--- config.mk ---
export PLATFORM = sky130hd
export DESIGN_NAME = rv_reg_file
export DESIGN_NICKNAME = d
export VERILOG_FILES = /design/src/rtl/rv_reg_file.sv
export SDC_FILE = /design/constraint.sdc
export NUM_CORES = 2
export LEC_CHECK = 0
export BUFFER_PORTS_ARGS = -buffer_cell sky130_fd_sc_hd__buf_2
export CORE_MARGIN = 2
export CORE_UTILIZATION = 35
export DETAILED_ROUTE_END_ITERATION = 6
export GPL_TIMING_DRIVEN = 1
export PLACE_DENSITY = 0.56
export SLEW_MARGIN = 20
export SYNTH_ARGS = -nofsm -noshare
export SYNTH_HDL_FRONTEND = slang
export SYNTH_SLANG_ARGS = --single-unit
--- constraint.sdc ---
create_clock -name clk_i -period 2.55 [get_ports clk_i]
set_input_delay 0 -clock clk_i [delete_from_list [all_inputs] [get_ports clk_i]]
set_output_delay 0 -clock clk_i [all_outputs]
set_load 0.005 [all_outputs]
--- src/rtl/rv_reg_file.sv ---
// RV32I integer register file: 32 x 32-bit, two combinational reads, one synchronous write.
// Optional macro REGFILE_WRITE_BYPASS_EN forwards same-cycle write data to the read ports.
module rv_reg_file #(
  parameter int unsigned DATA_WIDTH = 32,
  parameter int unsigned ADDR_WIDTH = 5
) (
  input  logic                  clk_i,
  input  logic                  rst_ni,
  input  logic [ADDR_WIDTH-1:0] rsW_i,
  input  logic [ADDR_WIDTH-1:0] rsR1_i,
  input  logic [ADDR_WIDTH-1:0] rsR2_i,
  input  logic [DATA_WIDTH-1:0] dataW_i,
  input  logic                  regWEn_i,
  output logic [DATA_WIDTH-1:0] dataR1_o,
  output logic [DATA_WIDTH-1:0] dataR2_o
);

  localparam int unsigned DEPTH = 2 ** ADDR_WIDTH;

  logic [DATA_WIDTH-1:0] RegArray [DEPTH];

  // x0 storage is written like any other entry; the read path masks it
  always_ff @(posedge clk_i or negedge rst_ni) begin
    if (!rst_ni) begin
      for (int i = 0; i < int'(DEPTH); i++) begin
        RegArray[i] <= '0;
      end
    end else if (regWEn_i) begin
      RegArray[rsW_i] <= dataW_i;
    end
  end

  // Read port 1
  always_comb begin
    dataR1_o = '0;
    if (rsR1_i != '0) begin
      dataR1_o = RegArray[rsR1_i];
`ifdef REGFILE_WRITE_BYPASS_EN
      if (regWEn_i && (rsW_i == rsR1_i)) begin
        dataR1_o = dataW_i;
      end
`endif
    end
  end

  // Read port 2
  always_comb begin
    dataR2_o = '0;
    if (rsR2_i != '0) begin
      dataR2_o = RegArray[rsR2_i];
`ifdef REGFILE_WRITE_BYPASS_EN
      if (regWEn_i && (rsW_i == rsR2_i)) begin
        dataR2_o = dataW_i;
      end
`endif
    end
  end

endmodule

==> metrics.md <==
| Metric | Value |
|---|---|
| Setup repair bufs after CTS | `0` |
| DR WL/cell | `approximately 32 um` |
| GRT overflow | `0` |
| Main synth FF type | `dfrtp_1` |
| Reg clk slew, reported paths | `60 ps` |
| Fmax | `roughly 0.40 GHz` |
| Total CTS buffers | `between 100 and 150` |
| Worst-Margin Slew | `~780 ps` |
| CTS H-tree lvls | `3` |
| Pre-Repair DR Iteration Count | `5` |
| R2r startpoint | `RegArray[443]$_DFFE_PN0P_` |
| Biggest register | `RegArray` |
| Cells along the critical path | `mux4_2, nor2b_1, a211oi_1, a311oi_2, buf_2` |
| Reg2Reg Depth | `2` |
| GPL Wtd Cong | `roughly 0.83` |
| Row cnt | `between 100 and 150` |
| Post-route minimum period | `about 2500 ps` |
| Crit. Startpoint | `RegArray[960]$_DFFE_PN0P_` |
| Worst setup EP type | `output port` |
| Largest net degree at the start of global routing | `101` |
| Crit-path max FO | `3` |
| Asr flop ratio synth | `100%` |
| Clk Latency, worst-skew pair | `750 ps` |
| CTS tree | `done` |
| R2R Path End | `RegArray[443]$_DFFE_PN0P_` |
| Slew margin rel. | `48.3%` |
| Distinct cells, synth | `38` |
| Core area | `~160000 um2` |
| Crit path launch type | `register` |
| Setup violators final | `0` |
| Final Instance Area | `63800 um2` |
| Most frequent cells in the layout | `1051 x mux2_2, 1024 x dfrtp_1, 448 x mux4_2, 183 x buf_4, 128 x mux2i_1` |
| Die area | `roughly 160000 um2` |
| Initial Utilization | `between 30% and 40%` |
| Overall Global Routing Usage | `23.7%` |
| # Max-Cap Violations | `0` |
| Clock Path Buffers | `3` |
| Largest register FFs | `~1.0k` |
| Leak | `roughly 27 nW` |
| Post-route ant nets | `0` |
| Vias in the first global route | `about 37k` |
| Part of the Yosys area used for sequential elements | `46.5%` |
| Worst Hold Class | `in2async` |
| First-pass GRT wire length | `~280 mm` |
| Clock sinks | `approximately 1.0k` |
| HPWL after DPL | `approximately 120 mm` |
| Cell count after synthesis | `about 3.6k` |
| Detailed Route Iter0 Violations | `between 3k and 4k` |
| Area leader, netlist | `dfrtp_1` |
| Synthesized cell area | `roughly 55000 um2` |
| Worst Setup EP | `dataR2_o[0]` |
| Area post-placement | `slightly below 60000 um2` |
| Num ports | `114` |
| Clock root buffer | `clkbuf_16` |
| Vias per cell | `between 6 and 7` |
| Residual DRC | `0` |
| PortBufs | `around 110` |
| Syn_nets | `around 3.7k` |
| Status | `complete, no violations` |
| Power Density | `between 700 and 800 nW/um2` |
| #FFs+latches synth | `around 1.0k` |
| Total routed wirelength | `191 mm` |
| Area contributors post-synth | `dfrtp_1 47%, mux2_2 22%, mux4_2 18%` |
| Post-synth EDFFs | `0` |
| Leading cell type in the layout, fill and taps excluded | `mux2_2` |
| Tot Pwr | `48.5 mW` |
| WP data arrival | `2530 ps` |
| Final Hold Vio Count | `0` |
| RSZ-0062 raised after global routing | `true` |
| Initial antenna violation count | `15` |
| Nets@finish | `between 3k and 4k` |
| Chip width | `approximately 400 um` |
| Data required, critical path | `around 2600 ps` |
| Vias | `35.9k` |
| Crit Path Class | `reg2out` |
| Final Slew Violations | `0` |
| Syn avg cell area | `between 15 and 20 um2` |
| Clk_skew | `0 ps` |
| R2R Setup Slk | `1210 ps` |
| Regs by FF count | `RegArray: 1024 flops` |
| Highest-delay cell along the critical path | `a311oi_2` |
| Slowest stage delay, CP | `about 700 ps` |
| Die Y-Extent | `401 um` |
| Worst VDD drop | `between 500 and 600 uV` |
| YS warnings | `0` |
| Final period util | `between 90 and 100%` |
| Share of the synthesized area in the top cell type | `approximately 47%` |
| Share of layout cells above drive strength 1 | `between 50 and 60%` |
| Synth-to-layout area growth | `15.7%` |
| Fin util | `about two fifths` |
-- per-stage QoR --
step           hold slack [ps]  cells  setup TNS (ps)  setup slack, ps
2_1_floorplan             -296   3617               0             1230
3_3_place_gp              29.2   5657           -3070            -85.4
3_5_place_dp              28.2   5658               0             83.0
4_1_cts                   56.4   5896           -74.7            -74.7
5_1_grt                    103   5897           -24.2            -14.2
6_report                  97.0   5898               0             23.1
-- power breakdown --
group | internal, mW | switching, mW | total, mW
Sequential | 19.4 | 2.28 | 21.7
Clock | 9.40 | 6.98 | 16.4
Combinational | 6.19 | 4.25 | 10.4
-- per-layer routing --
metal	wire, um	track usage [%]
met1	87000	35.0
met3	13900	4.84
met2	84400	35.2
met5	24	0
met4	5940	6.86
-- logic make-up after synthesis --
| logic type | share of synthesized area [%] |
|---|---|
| muxes | 42.9 |
| DFF | 46.5 |
| buffers and inverters | 4.18 |
| AOI/OAI and AO/OA | 4.81 |
| and+or+nand+nor | 1.62 |
-- cell usage after synthesis, drive strengths merged (3+ instances only) --
cell and instances:
nor2b 66, clkbuf 144, dfrtp 1024, nor2 23
mux2i 128, a22oi 64, o21ai 112, a221oi 48
or2 3, o2111ai 16, a211oi 64, nor3b 4
nand3b 4, mux2 1088, mux4 448, nand2 49
buf 252, a311oi 64
-- how the worst min path moves through the flow --
| stage | slack [ps] | startpoint | to |
|---|---|---|---|
| floorplan | -300 | rst_ni | RegArray[0]$_DFFE_PN0P_ |
| global placement | 30 | rst_ni | RegArray[667]$_DFFE_PN0P_ |
| detailed placement | 30 | rst_ni | RegArray[667]$_DFFE_PN0P_ |
| CTS | 60 | rsW_i[1] | RegArray[438]$_DFFE_PN0P_ |
| global route | 100 | rsW_i[1] | RegArray[438]$_DFFE_PN0P_ |
| finish | 100 | rst_ni | RegArray[667]$_DFFE_PN0P_ |
-- timing repair --
| action | CTS | global route |
|---|---|---|
| pin swaps | 6 | 10 |
| hold buffers | 37 | 0 |
| setup endpoints to repair | 35 | 29 |
| hold endpoints to repair | 1912 | 0 |
| resized for setup | 46 | 42 |
-- area by class of cell --
cell class                 count  area [um2]
fill                       14300       92400
multi-input combinational   2195       27900
sequential                  1024       25600
antenna                        3        7.51
timing repair buffer         415        4030
inverter                       2        12.5
tap                         2058        2570
clock inverter                29         267
clock buffer                 172        3360
-- worst max-delay path: cells and delay by family (launching register included) --
kind / cells / cell delay [ps]
buffers and inverters: 1 / 240
muxes: 1 / 240
DFF: 1 / 380
AOI/OAI and AO/OA: 2 / 780
and+or+nand+nor: 1 / 140
Note: power is estimated with default switching activity, not from simulation.
